File: config.mk
export PLATFORM = sky130hd
export DESIGN_NAME = alu_iter
export DESIGN_NICKNAME = d
export VERILOG_FILES = /design/src/rtl/alu_iter_pkg.sv /design/src/rtl/alu_iter_core.sv /design/src/rtl/alu_iter.sv
export SDC_FILE = /design/constraint.sdc
export NUM_CORES = 1
export LEC_CHECK = 0
export CORE_UTILIZATION = 45
export DETAILED_ROUTE_END_ITERATION = 6
export PLACE_DENSITY_LB_ADDON = 0.05
export SLEW_MARGIN = 20
export SYNTH_ARGS = -nofsm -noshare
export SYNTH_HDL_FRONTEND = slang
export SYNTH_SLANG_ARGS = --single-unit
File: constraint.sdc
create_clock -name clk -period 13.22 [get_ports clk]
set_input_delay 2.644 -clock clk [delete_from_list [all_inputs] [get_ports clk]]
set_output_delay 2.644 -clock clk [all_outputs]
set_load 0.005 [all_outputs]
File: src/rtl/alu_iter_pkg.sv
// Shared defaults, action codes and FSM encoding for alu_iter.
// The divider is present only when ALU_ITER_DIV_EN is defined.
package alu_iter_pkg;

  localparam int WIDTH_DEF       = 16;
  localparam int ACTION_BITS_DEF = 4;

  localparam int ACT_ADD  = 0;
  localparam int ACT_SUB  = 1;
  localparam int ACT_AND  = 2;
  localparam int ACT_OR   = 3;
  localparam int ACT_NOT  = 4;
  localparam int ACT_NEG  = 5;
  localparam int ACT_SHL  = 6;
  localparam int ACT_SHR  = 7;
  localparam int ACT_HIB  = 8;
  localparam int ACT_PASS = 9;
  localparam int ACT_MUL  = 10;
  localparam int ACT_DIVU = 11;
  localparam int ACT_SRA  = 12;

  typedef enum logic [1:0] {
    ST_IDLE = 2'd0,
    ST_BUSY = 2'd1,
    ST_DONE = 2'd2
  } state_t;

endpackage

File: src/rtl/alu_iter_core.sv
// Iterative datapath: shift-add signed multiply (on magnitudes) and, when
// ALU_ITER_DIV_EN is defined, restoring unsigned divide; WIDTH iterations per op.
module alu_iter_core
  import alu_iter_pkg::*;
#(
  parameter int WIDTH = WIDTH_DEF
) (
  input  logic             clk_i,
  input  logic             reset_i,
  input  logic             start_i,
  input  logic             is_mul_i,
  input  logic [WIDTH-1:0] a_i,
  input  logic [WIDTH-1:0] b_i,
  output logic             done_o,
  output logic [WIDTH-1:0] lo_o,
  output logic [WIDTH-1:0] hi_o
);

  localparam int CW = $clog2(WIDTH);

  logic               busy_q;
  logic [CW-1:0]      cnt_q;
  logic [WIDTH-1:0]   hi_q, lo_q, dvs_q;
  logic               neg_q;
  logic               mul_q;
  logic               load_s;
  logic [WIDTH-1:0]   a_mag_s, b_mag_s;
  logic [WIDTH:0]     sum_s;
  logic [WIDTH-1:0]   mul_hi_s, mul_lo_s, div_hi_s, div_lo_s;
  logic [WIDTH-1:0]   hi_d, lo_d;
  logic [2*WIDTH-1:0] mag_s, prod_s;

`ifdef ALU_ITER_DIV_EN
  logic [WIDTH:0]     shift_s, trial_s;

  assign load_s = start_i;

  // Remember which operation owns the shared registers.
  always_ff @(posedge clk_i) begin
    if (reset_i) begin
      mul_q <= 1'b0;
    end else if (load_s) begin
      mul_q <= is_mul_i;
    end else begin
      mul_q <= mul_q;
    end
  end

  // One restoring-divide step: shift in the next dividend bit, subtract if it fits.
  always_comb begin
    shift_s  = {hi_q, lo_q[WIDTH-1]};
    trial_s  = shift_s - {1'b0, dvs_q};
    div_hi_s = trial_s[WIDTH] ? shift_s[WIDTH-1:0] : trial_s[WIDTH-1:0];
    div_lo_s = {lo_q[WIDTH-2:0], ~trial_s[WIDTH]};
  end
`else
  // Only multiply exists in this build; other multi-cycle codes never start it.
  assign load_s   = start_i & is_mul_i;
  assign mul_q    = 1'b1;
  assign div_hi_s = {WIDTH{1'b0}};
  assign div_lo_s = {WIDTH{1'b0}};
`endif

  assign a_mag_s = a_i[WIDTH-1] ? ({WIDTH{1'b0}} - a_i) : a_i;
  assign b_mag_s = b_i[WIDTH-1] ? ({WIDTH{1'b0}} - b_i) : b_i;
  assign done_o  = busy_q && (cnt_q == CW'(WIDTH - 1));

  // One shift-add step on {hi,lo}, then pick the step for the active op and sign-fix the product.
  always_comb begin
    sum_s    = {1'b0, hi_q} + (lo_q[0] ? {1'b0, dvs_q} : {(WIDTH+1){1'b0}});
    mul_hi_s = sum_s[WIDTH:1];
    mul_lo_s = {sum_s[0], lo_q[WIDTH-1:1]};
    hi_d     = mul_q ? mul_hi_s : div_hi_s;
    lo_d     = mul_q ? mul_lo_s : div_lo_s;
    mag_s    = {hi_d, lo_d};
    prod_s   = neg_q ? ({(2*WIDTH){1'b0}} - mag_s) : mag_s;
    lo_o     = mul_q ? prod_s[WIDTH-1:0] : lo_d;
    hi_o     = mul_q ? prod_s[2*WIDTH-1:WIDTH] : hi_d;
  end

  // Operand load on start, then one iteration per cycle until the last count.
  always_ff @(posedge clk_i) begin
    if (reset_i) begin
      busy_q <= 1'b0;
      cnt_q  <= {CW{1'b0}};
      hi_q   <= {WIDTH{1'b0}};
      lo_q   <= {WIDTH{1'b0}};
      dvs_q  <= {WIDTH{1'b0}};
      neg_q  <= 1'b0;
    end else if (load_s) begin
      busy_q <= 1'b1;
      cnt_q  <= {CW{1'b0}};
      hi_q   <= {WIDTH{1'b0}};
      lo_q   <= is_mul_i ? b_mag_s : a_i;
      dvs_q  <= is_mul_i ? a_mag_s : b_i;
      neg_q  <= is_mul_i & (a_i[WIDTH-1] ^ b_i[WIDTH-1]);
    end else if (busy_q) begin
      busy_q <= ~done_o;
      cnt_q  <= cnt_q + CW'(1);
      hi_q   <= hi_d;
      lo_q   <= lo_d;
    end else begin
      busy_q <= busy_q;
    end
  end

endmodule

File: src/rtl/alu_iter.sv
// Registered ALU with valid/ready request port: single-cycle ops in place,
// MUL (and DIVU when ALU_ITER_DIV_EN is defined) via alu_iter_core.
module alu_iter
  import alu_iter_pkg::*;
#(
  parameter int WIDTH       = WIDTH_DEF,
  parameter int ACTION_BITS = ACTION_BITS_DEF
) (
  input  logic                   clk,
  input  logic                   reset,
  input  logic                   in_valid,
  output logic                   in_ready,
  input  logic [ACTION_BITS-1:0] alu_action,
  input  logic [WIDTH-1:0]       A,
  input  logic [WIDTH-1:0]       B,
  output logic                   out_valid,
  output logic [WIDTH-1:0]       result,
  output logic [WIDTH-1:0]       result_hi,
  output logic                   div0
);

  state_t           state_q, state_d;
  logic             out_valid_q, out_valid_d;
  logic [WIDTH-1:0] result_q, result_d;
  logic [WIDTH-1:0] result_hi_q, result_hi_d;
  logic             div0_q, div0_d;
  logic             pend_div0_q, pend_div0_d;
  logic             accept_s, is_mul_s, is_div_s, multi_s, start_s;
  logic             core_done_s;
  logic [WIDTH-1:0] core_lo_s, core_hi_s, single_s;

  assign in_ready  = (state_q != ST_BUSY);
  assign accept_s  = in_valid && in_ready;
  assign is_mul_s  = (alu_action == ACTION_BITS'(ACT_MUL));
`ifdef ALU_ITER_DIV_EN
  assign is_div_s  = (alu_action == ACTION_BITS'(ACT_DIVU));
`else
  assign is_div_s  = 1'b0;
`endif
  assign multi_s   = is_mul_s | is_div_s;
  assign start_s   = accept_s & multi_s;

  assign out_valid = out_valid_q;
  assign result    = result_q;
  assign result_hi = result_hi_q;
  assign div0      = div0_q;

  alu_iter_core #(.WIDTH(WIDTH)) u_core (
    .clk_i    (clk),
    .reset_i  (reset),
    .start_i  (start_s),
    .is_mul_i (is_mul_s),
    .a_i      (A),
    .b_i      (B),
    .done_o   (core_done_s),
    .lo_o     (core_lo_s),
    .hi_o     (core_hi_s)
  );

  // Single-cycle operation results; unlisted and reserved codes give zero.
  always_comb begin
    single_s = {WIDTH{1'b0}};
    case (alu_action)
      ACTION_BITS'(ACT_ADD):  single_s = A + B;
      ACTION_BITS'(ACT_SUB):  single_s = A - B;
      ACTION_BITS'(ACT_AND):  single_s = A & B;
      ACTION_BITS'(ACT_OR):   single_s = A | B;
      ACTION_BITS'(ACT_NOT):  single_s = ~A;
      ACTION_BITS'(ACT_NEG):  single_s = {WIDTH{1'b0}} - A;
      ACTION_BITS'(ACT_SHL):  single_s = {A[WIDTH-2:0], 1'b0};
      ACTION_BITS'(ACT_SHR):  single_s = {1'b0, A[WIDTH-1:1]};
      ACTION_BITS'(ACT_HIB):  single_s = {B[WIDTH/2-1:0], {(WIDTH/2){1'b0}}};
      ACTION_BITS'(ACT_PASS): single_s = A;
      ACTION_BITS'(ACT_SRA):  single_s = {A[WIDTH-1], A[WIDTH-1:1]};
      default:                single_s = {WIDTH{1'b0}};
    endcase
  end

  // Handshake FSM; DONE accepts like IDLE so single-cycle ops stream back to back.
  always_comb begin
    state_d     = state_q;
    out_valid_d = 1'b0;
    result_d    = result_q;
    result_hi_d = result_hi_q;
    div0_d      = div0_q;
    pend_div0_d = pend_div0_q;
    case (state_q)
      ST_IDLE, ST_DONE: begin
        if (accept_s && multi_s) begin
          state_d     = ST_BUSY;
          pend_div0_d = is_div_s && (B == {WIDTH{1'b0}});
        end else if (accept_s) begin
          state_d     = ST_DONE;
          out_valid_d = 1'b1;
          result_d    = single_s;
          result_hi_d = {WIDTH{1'b0}};
          div0_d      = 1'b0;
        end else begin
          state_d     = ST_IDLE;
        end
      end
      ST_BUSY: begin
        if (core_done_s) begin
          state_d     = ST_DONE;
          out_valid_d = 1'b1;
          result_d    = core_lo_s;
          result_hi_d = core_hi_s;
          div0_d      = pend_div0_q;
        end else begin
          state_d     = ST_BUSY;
        end
      end
      default: begin
        state_d = ST_IDLE;
      end
    endcase
  end

  // State and output registers; reset abandons any op in flight.
  always_ff @(posedge clk) begin
    if (reset) begin
      state_q     <= ST_IDLE;
      out_valid_q <= 1'b0;
      result_q    <= {WIDTH{1'b0}};
      result_hi_q <= {WIDTH{1'b0}};
      div0_q      <= 1'b0;
      pend_div0_q <= 1'b0;
    end else begin
      state_q     <= state_d;
      out_valid_q <= out_valid_d;
      result_q    <= result_d;
      result_hi_q <= result_hi_d;
      div0_q      <= div0_d;
      pend_div0_q <= pend_div0_d;
    end
  end

endmodule

Word level (Yosys, flattened, before mapping)
Index checks and enable logic that the tools add are counted.
Storage, ports and cells
  input bits: 39
  logic and storage cells: 85
  bits in registers: 90
Cells by class
  bitwise logic cells: 8
  add/subtract/negate cells: 7
  reductions and logical operators: 10
  equality and inequality tests: 18
  mux-type cells: 31
Operators with widths (number)
  $mux W16: 13
  $pmux W16 S11: 1
  $pmux W16 S2: 2
  $mux W32: 1
  $sub A1 B16 Y16 const A: 2
  $sub A1 B32 Y32 const A: 1
  $eq A4 B4 Y1 const B: 5
  $add A16 B17 Y17: 1
  $add A16 B16 Y16: 1
  $and A16 B16 Y16: 1
  $eq A4 B3 Y1 const B: 4
  $not A16 Y16: 1
  $or A16 B16 Y16: 1
  $sub A16 B16 Y16: 1
  $eq A4 B2 Y1 const B: 2
  $mux W1: 8
  $mux W2: 3
  $add A4 B1 Y4 const B: 1
  $eq A4 B1 Y1 const B: 1
  $logic_not A4 Y1: 1
  $ne A2 B1 Y1 const B: 2
  $ne A2 B2 Y1 const B: 2
  $pmux W1 S2: 2
  $pmux W2 S2: 1
  10 further kinds: 16

Longest topological paths before layout
Gate-level depths: netlist (run 1).
  depth in word-level cells: 6
  mapped depth: 17

Hierarchy
A second synthesis (run 1) with hierarchy kept.
Second synthesis, totals
  cell total of the unflattened synthesis: 1067
  area, all modules: 8081.5 um2
By module, submodules not included
  alu_iter_core: area an instance 4147.7 um2, instances 1, seq. area each 1081.0 um2, cells each 508
  alu_iter: area an instance 3933.8 um2, instances 1, seq. area each 680.7 um2, cells each 559

Least setup slack after synthesis (run 1)
No wires, ideal clock.
  path kind: input port to flip-flop
  start: input alu_action[1]
  end: register result_q[12] (netlist: result[12])
  setup slack: 7.240 ns
  stages on the path: 16
  data arrival time: 5.894 ns
  path through: clkbuf_1 -> nor3_1 -> nand2_1 -> clkbuf_1 -> nand2_1 -> o21ai_0 -> fa_1 -> nand2b_1 -> a21oi_1 -> nor3_1 -> o31ai_1 -> a21oi_1 -> mux2i_1 -> o21ai_0 -> a31o_1 -> a211oi_1
Between the ends
  cells in the longest elaborated chain, start to end: 5
Ends and longest elaborated chain
  start, declared: RTL line alu_iter.sv:13  | input logic [ACTION_BITS-1:0] alu_action,
  $eq A4 B4 Y1, or another cell as far along: RTL line alu_iter.sv:63  | case (alu_action)
  $pmux W16 S11: RTL line alu_iter.sv:63
  $mux W16: RTL line alu_iter.sv:92  | end else if (accept_s) begin
  $mux W16: RTL line alu_iter.sv:89  | if (accept_s && multi_s) begin
  $pmux W16 S2: RTL line alu_iter.sv:87  | case (state_q)
  end signal, assigned: RTL line alu_iter.sv:124  | result_q <= {WIDTH{1'b0}};
  end signal, assigned: RTL line alu_iter.sv:131  | result_q <= result_d;
  end, declared: RTL line alu_iter.sv:24  | logic [WIDTH-1:0] result_q, result_d;
Several ways; a longest one is shown, not always the timed one. The select of a mux whose other input is x is not followed.
A chain may end at the register's enable or synchronous reset.

Final worst setup path (run 1)
  start: input alu_action[0]
  end: register result_q[13] (netlist: result[13])
The elaborated chain is that of the path after synthesis.

==> results of run 1 <==
[cell usage in the layout (no fill, tap or decap), types with 7 or more instances in the layout]
cell type / instances
inv_1: 22
o21ai_1: 13
nand2b_1: 17
o31ai_1: 22
o211ai_1: 10
a211oi_1: 43
nand3_1: 15
o21ai_0: 44
xnor2_1: 42
a21o_1: 12
a221oi_1: 18
ha_1: 41
and2_1: 20
mux2i_1: 34
a22oi_1: 19
dfxtp_1: 87
or3_1: 30
clkbuf_16: 9
nor3_1: 33
nand2_1: 86
nand4_1: 10
a21oi_1: 52
clkdlybuf4s50_1: 71
nor2_1: 119
buf_4: 7
xor2_1: 48
nor2b_1: 10
[stage by stage]
stage / area [sq um] / utilization / hold WS [ps] / instances / setup WS [ps]
floorplan: 7667 / - / 431.7 / 1016 / 7240
global placement: 8387 / 0.5057 / 438.6 / 1239 / 6251
detailed placement: 8387 / 0.5057 / 439.8 / 1239 / 6211
CTS: 8690 / 0.5240 / 449.1 / 1255 / 6565
global route: 8691 / 0.5241 / 468.4 / 1255 / 5962
finish: 8691 / 0.5241 / 443.6 / 1255 / 6493
[sequential cells by signal (all words and copies together), names as in the netlist]
name and cells:
u_core.lo_q 16, u_core.hi_q 16, state_q 2, result_hi 16
u_core.neg_q 1, u_core.dvs_q 16, u_core.busy_q 1, u_core.cnt_q 4
result 16
[layout make-up]
type | instances | area (sq um)
fill | 1646 | 7893
inverter | 22 | 82.58
sequential | 88 | 1763
timing repair buffer | 79 | 768.2
multi-input combinational | 830 | 5499
clock buffer | 9 | 225.2
clock inverter | 7 | 77.57
tap | 220 | 275.3
[metal layers]
layer,vias up,global-route usage,share of wire
li1,3749,-,-
met1,3595,0.4036,0.47
met2,260,0.4520,0.44
met3,47,0.03142,0.049
met4,0,0.1271,0.039
met5,-,0,0
[logic make-up after synthesis]
| kind of cell | count (synthesis) |
|---|---|
| simple gates | 370 |
| compound gates | 290 |
| buf+inv | 98 |
| xor+xnor | 90 |
| flops | 88 |
| fa+ha+maj | 45 |
| mux | 34 |
| other cells | 1 |
[critical path, cell delays in order]
cell             delay (ps)
clkdlybuf4s50_1        1000
nand2_1                 600
o21ai_0                 490
inv_1                    80
ha_1                    270
nor2b_1                 130
o21a_1                  180
o21ai_0                 210
a31oi_1                 130
a211oi_1                390
o21ai_0                 240
a2111oi_0               470
nor4_1                   90
[worst min-delay path by stage]
stage / start / end / slack, ps / depth (start not counted)
after global routing: result_hi[10] / result_hi[10] / 470 / 2
after detailed placement: result_hi[13] / result_hi[13] / 440 / 2
after floorplan: u_core.dvs_q[0] / u_core.dvs_q[0] / 430 / 2
final: result_hi[13] / result_hi[13] / 440 / 2
after global placement: result_hi[12] / result_hi[12] / 440 / 2
after CTS: result_hi[13] / result_hi[13] / 450 / 2
[where the power goes]
group / switching (uW) / total (uW) / internal (uW) / leakage [uW]
Combinational: 106 / 175 / 68.7 / 0.00247
Sequential: 5.89 / 278 / 272 / 0.000714
Clock: 117 / 266 / 149 / 0.000147
Total: 229 / 718 / 489 / 0.00333
==> key figures, run 1 <==
Status
  – Status: finished, final reports clean

Critical path
  – Crit Path Class: in -> reg
  – Critical path required time: roughly 13000 ps
  – Worst setup SP type: primary input
  – CP Max Fanout: 26
  – FF-to-FF Start: u_core.lo_q[0]
  – Crit path arrival time: around 6900 ps
  – CP endpoint kind: register
  – Reg2Reg Depth: 12
  – Worst setup path end: result[13]
  – R2R setup slack: between 9000 and 10000 ps
  – R2r endpoint: result_hi[11]
  – Worst setup path startpoint: alu_action[0]

Clock tree
  – TritonCTS clock tree: yes
  – Hold-fix buffers, CTS: 0
  – Clk pin slew, worst setup/hold paths: around 70 ps
  – Num CTS Buffers: 9
  – Post-CTS sizing: 0
  – CTS max path bufs: 2
  – # clock sinks: between 80 and 90
  – Worst skew pair latency: about 360 ps
  – Clock root buffer: clkbuf_16
  – Level count of the clock H-tree: 3
  – Setup bufs post-CTS: 0

GRT
  – Vias in the first global route: between 6000 and 7000
  – Largest net degree at the start of global routing: 69
  – Antenna violations before repair: 0
  – Global route overflow: 0
  – Total Routing Usage GR: 0.2902
  – First-pass GRT wire length: 39.84 mm

Synth
  – Average size of a mapped cell: around 7.5 sq um
  – Synth warn: 0
  – Library cell with the highest instance count after synthesis: nor2_1
  – Simple-gate portion of the synthesized area: 0.2329
  – Dominant cell type by area after synthesis: dfxtp_1
  – Synth cell types: 74
  – EDFF count, synth: 0
  – Register area share after synthesis: 0.2298
  – Compound-Gate Fraction of Synth Area: 0.2617
  – Multiplexer area fraction after synthesis: 0.04439
  – Synth Area in XOR/XNOR: 0.1028
  – Seq cells post-synth: 88
  – Mapped Area: roughly 0.0077 sq mm
  – Top-area cell type share of the netlist area: 0.2298
  – Main flop type after synthesis: dfxtp_1
  – Top post-synthesis cells by area: dfxtp_1 23%, ha_1 6.7%, nor2_1 5.8%
  – Synth async-reset ratio: 0
  – Main combinational cell family by area after synthesis: compound AO/OA/AOI/OAI gates
  – Syn_nets: roughly 1100
  – Most frequent cells after synthesis: 119 x nor2_1, 88 x dfxtp_1, 86 x nand2_1
  – Post-Synth Adder-Cell Area: 0.07474
  – Synth Instances: roughly 1000

Timing
  – Tightest Pin Transition: approximately 1100 ps
  – Max_slew headroom: 0.2842
  – Final Skew: roughly 11 ps
  – # setup viols final: 0
  – Tmin final: a little under 7000 ps
  – Setup_tns: 0 ps
  – Final Slew Violations: 0
  – Fmax: ~0.15 GHz
  – Final Cycle Share: 0.5089
  – RSZ-0062 raised after global routing: false
  – Final hold violations: 0

Detailed routing
  – Vias per inst: ~6.1
  – Total wire length: between 20 and 30 mm
  – Post-detailed-route wirelength per cell: about 20 microns
  – Via Count: 7651
  – DRC viols: 0
  – Initial DRC Count: 733
  – Detailed Routing Iterations Pass 1: 5
  – Antenna viol nets, final: 0

Layout
  – Area growth syn-to-layout: 13.35%
  – Fraction of layout cells with a size suffix above 1: 0.04058
  – Antenna diodes: 0
  – Layout Nets: 1112

Floorplanning
  – Core region area: roughly 0.017 sq mm
  – Die span in y: approximately 130 microns
  – Initial Util: 0.4624
  – Placement row count: 47
  – Die ar.: between 0.015 and 0.02 sq mm
  – I/O pin cnt: 74
  – Die W: ~130 microns

Power
  – Max IR drop VDD: 0.00005219 V
  – Leak pwr: 0.003329 uW
  – Power after layout: around 700 uW
  – Power per cell area: 82.66 mW/mm^2

Placement
  – IO buf count: 72
  – HPWL after detailed placement: approximately 19 mm
  – GPL Wtd Cong: about 0.96

Job
  – Maxcap violations: 0

Worst hold path
  – Class of the worst hold path: reg -> reg
(Power assumes the default switching activity.)
==> run 2, diff against run 1 <==
==> constraint.sdc (replaced) <==
create_clock -name clk -period 6.94 [get_ports clk]
set_input_delay 1.388 -clock clk [delete_from_list [all_inputs] [get_ports clk]]
set_output_delay 1.388 -clock clk [all_outputs]
set_load 0.005 [all_outputs]
==> run 2 against run 1 <==
Effect of this change: design area grew 0.65%; final cell count is 0.24% higher; total power up 96%; wire length fell by 2.1%; global-route usage shrank 0.99 points; sequential share of layout area shrank 0.13 points; clock skew is 1.6 ps lower; clock power grew 110%; highest routed layer unchanged.
==> key figures, run 2 (synthesized netlist as in run 1, its figures left out) <==
Layout
  – Antenna diodes: 0
  – Commonest non-fill, non-tap cells in the layout: 119 x nor2_1, 87 x dfxtp_1, 86 x nand2_1
  – Post-route cell area: between 0.008 and 0.009 sq mm
  – Area growth syn-to-layout: 14.08%
  – Layout Nets: around 1100
  – Most common cell after layout, fill and taps aside: nor2_1
  – Fraction of layout cells with a size suffix above 1: 0.04335

Timing
  – Max_slew headroom: 0.2765
  – # setup viols final: 0
  – Final Cycle Share: 0.7560
  – Final hold violations: 0
  – Setup_tns: 0 ps
  – RSZ-0062 raised after global routing: false
  – Final Skew: 9.255 ps
  – Tmin final: ~5200 ps
  – Final WS setup: about 1700 ps
  – Final Slew Violations: 0
  – Fmax: ~0.19 GHz
  – Tightest Pin Transition: about 1100 ps

Critical path
  – Critical path required time: 7140 ps
  – Crit Path Class: in -> reg
  – CP cell instances: clkdlybuf4s50_1, nor3_1, buf_4, nand2_1, nand2_1, o21ai_0, fa_1, nand2b_1, a21oi_1, nor3_1, o31ai_1, a21oi_1, o21ai_0, o311ai_0, a221oi_1, nor3_1
  – WP buf/inv: 2
  – Worst setup SP type: primary input
  – CP Max Fanout: 19
  – Max incr delay on CP: around 730 ps
  – R2R setup slack: 3120 ps
  – CP most frequent cell: nor3_1
  – Crit path arrival time: around 5500 ps
  – FF-to-FF Start: u_core.lo_q[0]
  – Critical Path Slowest Stage Cell: clkdlybuf4s50_1
  – Cell family with most CP delay: compound AO/OA/AOI/OAI gates
  – Reg2Reg Depth: 12
  – CP endpoint kind: register
  – R2r endpoint: result_hi[11]

Detailed routing
  – Routed wl met2: roughly 11 mm
  – Metal3 WL: roughly 1.2 mm
  – Antenna viol nets, final: 0
  – Initial DRC Count: between 600 and 700
  – Post-detailed-route wirelength per cell: a little under 20 microns
  – Met1 WL: ~12 mm
  – Total wire length: around 24 mm
  – Vias per inst: 6.030
  – Detailed Routing Iterations Pass 1: 5
  – Top sig layer: met4
  – Via Count: about 7600
  – DRC viols: 0

Floorplanning
  – I/O pin cnt: between 70 and 80
  – Die ar.: approximately 0.018 sq mm
  – Core region area: ~0.017 sq mm
  – Placement row count: 47
  – Die W: 132.5 microns
  – Initial Util: 0.4624
  – Die span in y: about 130 microns

Worst hold path
  – Class of the worst hold path: reg -> reg
  – Min-Delay Path Depth: 2
  – Sink of the worst hold path: result_hi[13]
  – Min-Delay Startpoint: result_hi[13]

Clock tree
  – # clock sinks: between 80 and 90
  – TritonCTS clock tree: yes
  – Worst skew pair latency: about 340 ps
  – Num CTS Buffers: 9
  – Clk pin slew, worst setup/hold paths: around 70 ps
  – Hold-fix buffers, CTS: 0
  – CTS max path bufs: 2
  – Level count of the clock H-tree: 3
  – Clock root buffer: clkbuf_16
  – Post-CTS sizing: 0
  – Setup bufs post-CTS: 0

GRT
  – Total Routing Usage GR: 0.2803
  – Vias in the first global route: around 6800
  – Antenna violations before repair: 0
  – Global route overflow: 0
  – First-pass GRT wire length: between 30 and 40 mm
  – Largest net degree at the start of global routing: 59

Job
  – Maxcap violations: 0

Placement
  – Post-Place Setup Slack: 1426 ps
  – GPL Wtd Cong: approximately 1
  – IO buf count: 72
  – HPWL after detailed placement: approximately 19 mm
  – Placed Area: 0.008409 sq mm

Status
  – Status: finished, final reports clean

Power
  – Max IR drop VDD: about 0.00011 V
  – Power per cell area: around 160 mW/mm^2
  – Leak pwr: between 0.003 and 0.004 uW
==> run 2: changes by cell type in the layout (fill, tap and decap cells not counted) <==
cell	change
inv_6	-1
clkinvlp_4	-1
bufinv_16	+1
inv_8	+1
clkinv_2	-1
buf_4	+3
clkbuf_8	+1
==> run 2: final cells by class <==
class	instances	area, sq um
fill	1657	7836
clock inverter	6	97.59
timing repair buffer	82	790.8
multi-input combinational	830	5499
sequential	88	1763
tap	220	275.3
clock buffer	10	239.0
inverter	22	82.58
==> run 2: worst reg2reg max path, cell delays in order (launching register included) <==
cell	delay, ps
dfxtp_1	610
and2_1	210
ha_1	210
fa_1	510
or3_1	420
nor3_1	330
o211ai_1	210
a311oi_1	360
nand3_1	230
o31ai_1	340
xnor2_1	100
a22oi_1	150
nor2_1	50
==> run 2: metrics by stage <==
step / hold slack (ps) / total power (uW) / util / std cells
6_report: 443.8 / 1410 / 0.5275 / 1258
5_1_grt: 476.9 / 1468 / 0.5275 / 1258
4_1_cts: 447.6 / 1413 / 0.5274 / 1258
3_5_place_dp: 438.1 / 867.4 / 0.5071 / 1242
3_3_place_gp: 439.6 / 869.5 / 0.5071 / 1242
2_1_floorplan: 431.7 / 748.1 / - / 1016
==> run 2: worst max path at each step <==
stage / start / end / slack, ps / cells past startpoint
after global placement: alu_action[1] / result[10] / 1440 / 17
after floorplan: alu_action[1] / result[12] / 2220 / 16
after global routing: alu_action[2] / result[10] / 1380 / 16
after detailed placement: alu_action[2] / result[10] / 1430 / 16
after CTS: alu_action[2] / result[10] / 1760 / 16
final: alu_action[2] / result[10] / 1690 / 16
==> run 2: layer usage <==
layer	global-route usage	vias to the layer above
met2	0.4392	256
met5	0	-
met1	0.3974	3551
li1	-	3738
met3	0.02682	41
met4	0.1028	0
==> run 2: power breakdown <==
| group | total, uW | leakage (uW) | internal, uW | switching [uW] |
|---|---|---|---|---|
| registers | 529 | 0.000714 | 518 | 10.8 |
| clock network | 548 | 0.000166 | 331 | 217 |
| logic | 333 | 0.00248 | 132 | 201 |
==> run 3, diff against run 2 <==
==> constraint.sdc (replaced) <==
create_clock -name clk -period 4.25 [get_ports clk]
set_input_delay 0.85 -clock clk [delete_from_list [all_inputs] [get_ports clk]]
set_output_delay 0.85 -clock clk [all_outputs]
set_load 0.005 [all_outputs]
==> run 3 against run 2 <==
Effect of this change: total power increased by 70%; global-route usage increased by 1.7 points; design area increased by 8.0%; combinational power increased by 92%; worst setup slack got worse by 1600 ps; clock power increased by 63%; register-to-register slack got worse by 2500 ps; clock-buffer cell count unchanged; sequential power increased by 63%; critical endpoint is now result[13].
==> key figures, run 3 (synthesized netlist as in run 1, its figures left out) <==
Clock tree
  – CTS max path bufs: 2
  – Setup bufs post-CTS: 0
  – Num CTS Buffers: 9
  – TritonCTS clock tree: yes
  – # clock sinks: slightly below 90
  – Clock root buffer: clkbuf_16
  – Level count of the clock H-tree: 3
  – Clk pin slew, worst setup/hold paths: 70 ps
  – Worst skew pair latency: 340 ps

Power
  – Int Pwr: ~1700 uW
  – Clock group share of total power: 0.373
  – Power after layout: roughly 2400 uW
  – Leak pwr: 0.003783 uW
  – Switch Pwr: ~730 uW
  – Sw Ratio: 0.3050
  – Max IR drop VDD: approximately 0.00015 V
  – Reg power frac: 0.360
  – Combinational power share: 0.267
  – Power per cell area: ~250 mW/mm^2

Critical path
  – CP cell instances: clkdlybuf4s50_1, or3_4, or3_4, or3_4, nand2_1, xor2_1, ha_1, nand3_1, or3_1, a31oi_1, a211oi_1, buf_4, o21ai_4, nor4_2, a2111oi_2, nor4_1
  – Crit path arrival time: between 4000 and 5000 ps
  – CP most frequent cell: or3_4
  – Worst setup SP type: primary input
  – Max incr delay on CP: 440 ps
  – CP endpoint kind: register
  – Cell family with most CP delay: simple AND/OR/NAND/NOR gates
  – Critical Path Slowest Stage Cell: clkdlybuf4s50_1
  – CP Max Fanout: 3
  – Critical path required time: about 4500 ps
  – Crit Path Class: in -> reg
  – WP buf/inv: 2

Layout
  – Layout Nets: 1200
  – Area growth syn-to-layout: 23.19%
  – Most common cell after layout, fill and taps aside: nor2_1
  – Non-Filler Instances: around 1300
  – Commonest non-fill, non-tap cells in the layout: 119 x nor2_1, 95 x buf_4, 87 x dfxtp_1
  – Fraction of layout cells with a size suffix above 1: 0.1256
  – Antenna diodes: 0

Floorplanning
  – Die W: around 130 microns
  – Die span in y: around 130 microns
  – Core region area: roughly 0.017 sq mm
  – Placement row count: 47
  – Initial Util: 0.4624
  – Die ar.: ~0.018 sq mm
  – I/O pin cnt: 74

Job
  – Maxcap violations: 0

GRT
  – Global route overflow: 0
  – Vias in the first global route: 7453
  – First-pass GRT wire length: ~40 mm
  – Antenna violations before repair: 0
  – Total Routing Usage GR: 0.2972
  – Largest net degree at the start of global routing: between 50 and 60

Placement
  – GPL Wtd Cong: between 0.9 and 1
  – HPWL after detailed placement: 20.12 mm
  – IO buf count: 72
  – Placed cells: 1327

Timing
  – Final Cycle Share: 0.9751
  – Tightest Pin Transition: approximately 1100 ps
  – Max_slew headroom: 0.2608
  – Tmin final: 4144 ps
  – Final Skew: a little over 10 ps
  – Final hold violations: 0
  – Final Slew Violations: 0
  – # setup viols final: 0
  – Fmax: approximately 0.24 GHz

Detailed routing
  – Total wire length: between 20 and 30 mm
  – Via Count: between 8000 and 9000
  – DRC viols: 0
  – Antenna viol nets, final: 0
  – Detailed Routing Iterations Pass 1: 6
  – Initial DRC Count: just over 700
  – Post-detailed-route wirelength per cell: between 15 and 20 microns
  – Vias per inst: between 5 and 6

Status
  – Status: finished, final reports clean

Worst hold path
  – Class of the worst hold path: reg -> reg
-- run 3: worst min-delay path, stage by stage, from the launching register on --
cell	delay, ps
dfxtp_1	310
nand2_1	50
o21ai_1	50
-- run 3: timing repair --
action	in CTS	in global routing
pin swaps	0	4
gates resized for setup	2	14
setup endpoints to repair	2	6
hold buffers	0	0
-- run 3: metal layers --
layer / wire length [microns] / global-route usage
met1: 11810 / 0.3940
met2: 12020 / 0.4950
met3: 1255 / 0.03563
met4: 690 / 0.1073
met5: 0 / 0
-- run 3: cell type report --
class	instances	area (sq um)
well taps	220	275.3
clock buffers	10	239.0
repair buffers	167	1429
inverters	22	82.58
multi-input cells	830	5562
flip-flops and latches	88	1763
clock inverters	6	95.09
fillers	1620	7138
-- run 3: path summary, 6_finish.rpt --
| kind | startpoint | cells after the start | end | slack (ps) |
|---|---|---|---|---|
| setup / recovery | B[2] | 16 | result[13] | 110 |
| hold / removal | result_hi[12] | 2 | result_hi[12] | 450 |
| setup reg to reg | u_core.lo_q[0] | 12 | result_hi[11] | 580 |
| hold reg to reg | result_hi[12] | 2 | result_hi[12] | 450 |
-- run 3: stage by stage --
step / instance area, sq um / hold WS (ps) / setup slack (ps) / TNS, ps / utilization
5_1_grt: 9445 / 472.4 / -89.94 / -89.94 / 0.5696
4_1_cts: 9387 / 452.7 / 86.38 / 0 / 0.5660
3_3_place_gp: 9047 / 438.8 / -343.8 / -1598 / 0.5456
2_1_floorplan: 7667 / 431.7 / 64.23 / 0 / -
3_5_place_dp: 9047 / 443.2 / -356.4 / -1855 / 0.5456
6_report: 9445 / 447.6 / 105.6 / 0 / 0.5696
-- run 3: power by group through the flow --
| stage | registers [uW] | clock network (uW) | logic, uW |
|---|---|---|---|
| finish | 862 | 895 | 641 |
| detailed placement | 880 | 0 | 620 |
| global placement | 880 | 0 | 624 |
| global route | 865 | 941 | 689 |
| floorplan | 877 | 0 | 344 |
| CTS | 862 | 906 | 624 |
